### src/rtl/uart_loopback_tester.sv
// uart_loopback_tester
//   Drives a byte sequence into a UART transmitter and checks each echoed
//   byte that comes back on the receiver side. One byte is outstanding at a
//   time. The run ends on the last echo or when an echo does not arrive in time.
//
// Optional feature macro: UART_TESTER_LFSR_EN
//   Defined     : pattern is an 8-bit Fibonacci LFSR (x^8+x^6+x^5+x^4+1),
//                 seeded with SEED (8'h00 is replaced by 8'h01).
//   Not defined : pattern is SEED + k (mod 256).
//
// Ports
//   clk, reset        clock, asynchronous active-high reset
//   i_start           one-cycle pulse, starts a run when not busy
//   o_tx_data         byte to transmit
//   o_tx_data_valid   o_tx_data valid, held until accepted
//   i_tx_ready        transmitter accepts when high together with valid
//   i_rx_data         received byte
//   i_rx_data_valid   one-cycle strobe qualifying i_rx_data
//   o_busy            run in progress
//   o_done            run finished, held until the next start
//   o_pass            valid with o_done: no errors and no timeout
//   o_err_count       mismatches + unsolicited bytes + timeouts, saturating
//   o_timeout         sticky, echo wait exceeded TIMEOUT_CYCLES
module uart_loopback_tester #(
  parameter int unsigned NUM_BYTES      = 256,
  parameter int unsigned TIMEOUT_CYCLES = 50000,
  parameter logic [7:0]  SEED           = 8'h00,
  parameter int unsigned ERR_W          = 16
) (
  input  logic             clk,
  input  logic             reset,
  input  logic             i_start,
  output logic [7:0]       o_tx_data,
  output logic             o_tx_data_valid,
  input  logic             i_tx_ready,
  input  logic [7:0]       i_rx_data,
  input  logic             i_rx_data_valid,
  output logic             o_busy,
  output logic             o_done,
  output logic             o_pass,
  output logic [ERR_W-1:0] o_err_count,
  output logic             o_timeout
);

  localparam int unsigned IDX_W = 16;
  localparam int unsigned TMO_W = (TIMEOUT_CYCLES > 1) ? $clog2(TIMEOUT_CYCLES) : 1;
  localparam logic [IDX_W-1:0] LAST_IDX = IDX_W'(NUM_BYTES - 1);
  localparam logic [TMO_W-1:0] TMO_LAST = TMO_W'(TIMEOUT_CYCLES - 1);

`ifdef UART_TESTER_LFSR_EN
  // An all-zero LFSR never leaves zero, so a zero seed is bumped to 1.
  localparam logic [7:0] PAT_INIT = (SEED == 8'h00) ? 8'h01 : SEED;
`else
  localparam logic [7:0] PAT_INIT = SEED;
`endif

  typedef enum logic [1:0] {
    S_IDLE,
    S_SEND,
    S_WAIT_ECHO,
    S_DONE
  } state_e;

  state_e             state_q, state_d;
  logic [7:0]         pat_q, pat_d;
  logic [7:0]         exp_q, exp_d;
  logic [IDX_W-1:0]   idx_q, idx_d;
  logic [TMO_W-1:0]   tmo_q, tmo_d;
  logic [ERR_W-1:0]   err_q, err_d;
  logic               timeout_q, timeout_d;
  logic               pass_q, pass_d;
  logic               busy_q, busy_d;
  logic               done_q, done_d;
  logic [7:0]         tx_data_q, tx_data_d;
  logic               tx_valid_q, tx_valid_d;

  // Next pattern byte after an echo.
  function automatic logic [7:0] pat_next(input logic [7:0] p);
`ifdef UART_TESTER_LFSR_EN
    return {p[6:0], p[7] ^ p[5] ^ p[4] ^ p[3]};
`else
    return p + 8'h01;
`endif
  endfunction

  // Saturating error increment.
  function automatic logic [ERR_W-1:0] err_inc(input logic [ERR_W-1:0] e);
    return (&e) ? e : e + ERR_W'(1);
  endfunction

  // State and datapath registers.
  always_ff @(posedge clk or posedge reset) begin
    if (reset) begin
      state_q    <= S_IDLE;
      pat_q      <= 8'h00;
      exp_q      <= 8'h00;
      idx_q      <= '0;
      tmo_q      <= '0;
      err_q      <= '0;
      timeout_q  <= 1'b0;
      pass_q     <= 1'b0;
      busy_q     <= 1'b0;
      done_q     <= 1'b0;
      tx_data_q  <= 8'h00;
      tx_valid_q <= 1'b0;
    end else begin
      state_q    <= state_d;
      pat_q      <= pat_d;
      exp_q      <= exp_d;
      idx_q      <= idx_d;
      tmo_q      <= tmo_d;
      err_q      <= err_d;
      timeout_q  <= timeout_d;
      pass_q     <= pass_d;
      busy_q     <= busy_d;
      done_q     <= done_d;
      tx_data_q  <= tx_data_d;
      tx_valid_q <= tx_valid_d;
    end
  end

  // Next-state and output logic.
  always_comb begin
    state_d    = state_q;
    pat_d      = pat_q;
    exp_d      = exp_q;
    idx_d      = idx_q;
    tmo_d      = tmo_q;
    err_d      = err_q;
    timeout_d  = timeout_q;
    pass_d     = pass_q;
    busy_d     = busy_q;
    done_d     = done_q;
    tx_data_d  = tx_data_q;
    tx_valid_d = tx_valid_q;

    case (state_q)
      // IDLE and DONE both (re)start a run; stray strobes are ignored here.
      S_IDLE, S_DONE: begin
        if (i_start) begin
          state_d    = S_SEND;
          idx_d      = '0;
          err_d      = '0;
          timeout_d  = 1'b0;
          pass_d     = 1'b0;
          pat_d      = PAT_INIT;
          busy_d     = 1'b1;
          done_d     = 1'b0;
          tx_valid_d = 1'b1;
          tx_data_d  = PAT_INIT;
        end
      end

      S_SEND: begin
        // No byte is outstanding here, so any strobe is unsolicited.
        if (i_rx_data_valid) begin
          err_d = err_inc(err_q);
        end
        if (tx_valid_q && i_tx_ready) begin
          tx_valid_d = 1'b0;
          exp_d      = tx_data_q;
          tmo_d      = '0;
          state_d    = S_WAIT_ECHO;
        end
      end

      S_WAIT_ECHO: begin
        tmo_d = tmo_q + TMO_W'(1);
        // A strobe in the final cycle wins over the timeout.
        if (i_rx_data_valid) begin
          if (i_rx_data != exp_q) begin
            err_d = err_inc(err_q);
          end
          pat_d = pat_next(pat_q);
          idx_d = idx_q + IDX_W'(1);
          if (idx_q == LAST_IDX) begin
            state_d = S_DONE;
            busy_d  = 1'b0;
            done_d  = 1'b1;
            pass_d  = (err_d == '0) && !timeout_q;
          end else begin
            state_d    = S_SEND;
            tx_valid_d = 1'b1;
            tx_data_d  = pat_d;
          end
        end else if (tmo_q == TMO_LAST) begin
          timeout_d = 1'b1;
          err_d     = err_inc(err_q);
          state_d   = S_DONE;
          busy_d    = 1'b0;
          done_d    = 1'b1;
          pass_d    = 1'b0;
        end
      end

      default: begin
        state_d = S_IDLE;
      end
    endcase
  end

  assign o_tx_data       = tx_data_q;
  assign o_tx_data_valid = tx_valid_q;
  assign o_busy          = busy_q;
  assign o_done          = done_q;
  assign o_pass          = pass_q;
  assign o_err_count     = err_q;
  assign o_timeout       = timeout_q;

endmodule

### config.mk
export PLATFORM = sky130hd
export DESIGN_NAME = uart_loopback_tester
export DESIGN_NICKNAME = d
export VERILOG_FILES = /design/src/rtl/uart_loopback_tester.sv
export SDC_FILE = /design/constraint.sdc
export NUM_CORES = 1
export LEC_CHECK = 0
export CAP_MARGIN = 20
export CORE_ASPECT_RATIO = 1.5
export CORE_UTILIZATION = 50
export CTS_BUF_LIST = sky130_fd_sc_hd__clkbuf_16
export DETAILED_ROUTE_END_ITERATION = 10
export GPL_ROUTABILITY_DRIVEN = 1
export MAX_ROUTING_LAYER = met4
export PLACE_DENSITY = 0.79
export SLEW_MARGIN = 25
export SYNTH_ARGS = -nofsm -noshare
export SYNTH_HDL_FRONTEND = slang
export SYNTH_SLANG_ARGS = --single-unit
### constraint.sdc
create_clock -name clk -period 4.5 [get_ports clk]
set_input_delay 0.9 -clock clk [delete_from_list [all_inputs] [get_ports clk]]
set_output_delay 0.9 -clock clk [all_outputs]
set_load 0.01 [all_outputs]
==> metrics.yaml <==
outcome:
  status: "finished, final reports clean"
clocking:
  cts.clk_slew.worst_paths_ns: 0.06
  hold_buffers: 0
  post_cts_buffers: 0
  cts.htree.levels: 3
  clk_latency_ns: 0.35
  cts_tree: "built"
  cts_resized: 0
  root_buffer: "clkbuf_16"
  clockBufferDepth: 2
  cts_sinks: 79
  cts_made_buffers: 9
global_route:
  grtUsageMet3: 0.03876
  grtUsageTotal: 0.2482
  first_global_vias: 3650
  gr-usage-met2: 0.4174
  top_usage_layer: "met2"
  use_met1: 0.2897
  grt_pass1_wl_um: 17040
  grt_max_degree: 37
  overflow: 0
  antenna_found_initial: 0
timing:
  rsz0062_at_grt: "false"
  maxSlewHeadroom: 0.3512
  max_clock_freq_ghz: 0.3174
  setup_tns_ns: 0
  skew_ns: 0.007300
  post-route-period-util: 0.7002
  tightest_slew_ns: 0.9712
  layout_min_cycle_time_ns: 3.151
  setup_viol: 0
  final_hold_viol_count: 0
  finalMaxSlewViolations: 0
  setup_slack_ns: 1.349
finish:
  post_route_cells_drive_above_1_share: 0.07294
  diodes: 0
  fill_cells: 733
  nets: 536
  post-route-util: 0.6132
  area_growth_pct: 17.67
floorplan:
  die_w_um: 78.69
  dieArea_um2: 9209
  ios: 42
  dieHeight_um: 117.0
  core_um2: 8464
  row_count: 41
  initial_utilization: 0.5211
synthesis:
  yosys.cell_types.count: 57
  yosys_register_bits: 79
  synth_ff_type: "dfrtp_1"
  synth_nets: 501
  netlist_area_um2: 4410
  ys_async_sr_fraction: 1.000
  yosysWarnings: 0
  synth_edf_count: 0
  ys_seq_area_frac: 0.4482
  synth_cells: 481
  syn_area_per_cell_um2: 9.169
detailed_routing:
  antenna_left: 0
  via_per_inst: 6.070
  drt_wl_total_um: 10360
  drc_errors: 0
  initialDrtViolationCount: 359
  vias: 3812
  drtPass1Iterations: 6
  wl_per_cell_um: 16.50
place:
  io_buffers: 41
  dp_hpwl_um: 7278
  dpl_worst_slack_ns: 1.033
  routabilityCongestion: 0.9218
critical_path:
  cp.arrival_ns: 3.40
  cp_data_required_time_ns: 4.75
  crit_path_max_fanout: 9
  cp-start-kind: "primary input"
  path_class: "primary input to register"
  cp-end-kind: "register"
power_and_ir_drop:
  cellLeakagePower_nw: 2.222
  p_per_area_nw_per_um2: 420.4
  power_w: 0.002182
  max-vdd-ir-drop_uv: 299.5
hold_path:
  hold_class: "register to register"
flow_run:
  maxCapViolCount: 0
-- kinds of logic (layout without fill, tap and decap cells) --
kind of cell,after synthesis,count (layout),share of synthesized area
xor+xnor,41,41,0.08142
mux,14,14,0.03404
flops,79,79,0.4482
buf+inv,32,72,0.02837
simple gates,196,196,0.2295
compound gates,112,112,0.1586
fa+ha+maj,7,7,0.01986
-- metrics by stage --
| stage | instances | hold slack (ns) | instance area [um^2] |
|---|---|---|---|
| finish | 628 | 0.4802 | 5190 |
| global placement | 612 | 0.4642 | 4901 |
| CTS | 628 | 0.4819 | 5184 |
| floorplan | 481 | 0.4677 | 4410 |
| global route | 628 | 0.4937 | 5190 |
| detailed placement | 612 | 0.4697 | 4901 |
-- report_power, final --
group | internal, W | switching (W) | total [W]
sequential | 0.000761 | 0.0000579 | 0.000819
combinational | 0.000227 | 0.000430 | 0.000657
clock | 0.000420 | 0.000286 | 0.000706
-- worst max-delay path, cell delays in order --
cell and delay, ns:
clkdlybuf4s50_1 0.42, xor2_1 0.15, nor4_1 0.40, nand2_1 0.34, a211oi_1 0.31, a21oi_1 0.08
or4_1 0.54, o31ai_1 0.25
-- cell usage in the layout, fill, tap and decap left out, drive strengths merged, types with 3 or more instances in the layout --
master         count
nand4             15
ha                 7
or2                4
nand3             27
o31ai             15
nand2             55
xnor2              8
inv               14
clkbuf             9
nor2              48
o41ai              3
xor2              33
dfrtp             79
a311oi             3
nor2b              3
a21oi             24
mux2i              6
or4                4
nand2b             7
nor4               6
clkdlybuf4s50     41
buf                4
a41oi              4
or3                4
a31oi              5
o21ai             41
nor3               7
and3               7
mux2               8
-- synth_stat cells (all sizes together) (5+ instances only) --
master | instances | share of area
o21ai | 41 | 0.047
nand3 | 27 | 0.033
a31oi | 5 | 0.0071
a21oi | 24 | 0.027
and3 | 7 | 0.0099
o31ai | 15 | 0.026
nor2 | 48 | 0.041
clkbuf | 17 | 0.015
nor3 | 7 | 0.0091
nand4 | 15 | 0.026
dfrtp | 79 | 0.45
inv | 11 | 0.0094
mux2i | 6 | 0.014
nand2 | 55 | 0.047
nor4 | 6 | 0.012
mux2 | 8 | 0.020
ha | 7 | 0.020
xnor2 | 8 | 0.016
xor2 | 33 | 0.066
nand2b | 7 | 0.010
-- sequential cells by signal, indices dropped and copies added, names as in the netlist --
name / count
exp_q: 8
idx_q: 16
o_busy: 1
o_done: 1
o_err_count: 16
o_pass: 1
o_timeout: 1
o_tx_data: 8
o_tx_data_valid: 1
pat_q: 8
state_q: 2
tmo_q: 16
-- final timing paths --
check,slack [ns],depth (start not counted),start,to
setup / recovery,1.35,8,i_rx_data[0],o_pass
hold / removal,0.48,1,o_busy,o_busy
setup reg to reg,1.50,8,o_err_count[0],o_pass
hold reg to reg,0.48,1,o_busy,o_busy
max in group asynchronous,2.77,3,reset,o_err_count[0]
min in group asynchronous,0.89,2,reset,tmo_q[13]
-- metal layers --
layer | up-vias | share of wire | wire length, um
li1 | 1802 | - | -
met1 | 1855 | 0.40 | 4128
met2 | 134 | 0.52 | 5420
met3 | 21 | 0.055 | 568
met4 | 0 | 0.024 | 244
met5 | - | 0 | 0
-- cell type report --
| cell class | instances | area [um^2] | area share |
|---|---|---|---|
| flip-flops and latches | 79 | 1977 | 0.3809 |
| well taps | 107 | 133.9 | 0.02580 |
| clock inverters | 7 | 57.56 | 0.01109 |
| repair buffers | 45 | 440.4 | 0.08486 |
| multi-input cells | 370 | 2315 | 0.4460 |
| inverters | 11 | 41.29 | 0.007956 |
| clock buffers | 9 | 225.2 | 0.04339 |
No activity file was read; power rests on OpenSTA's default activity.
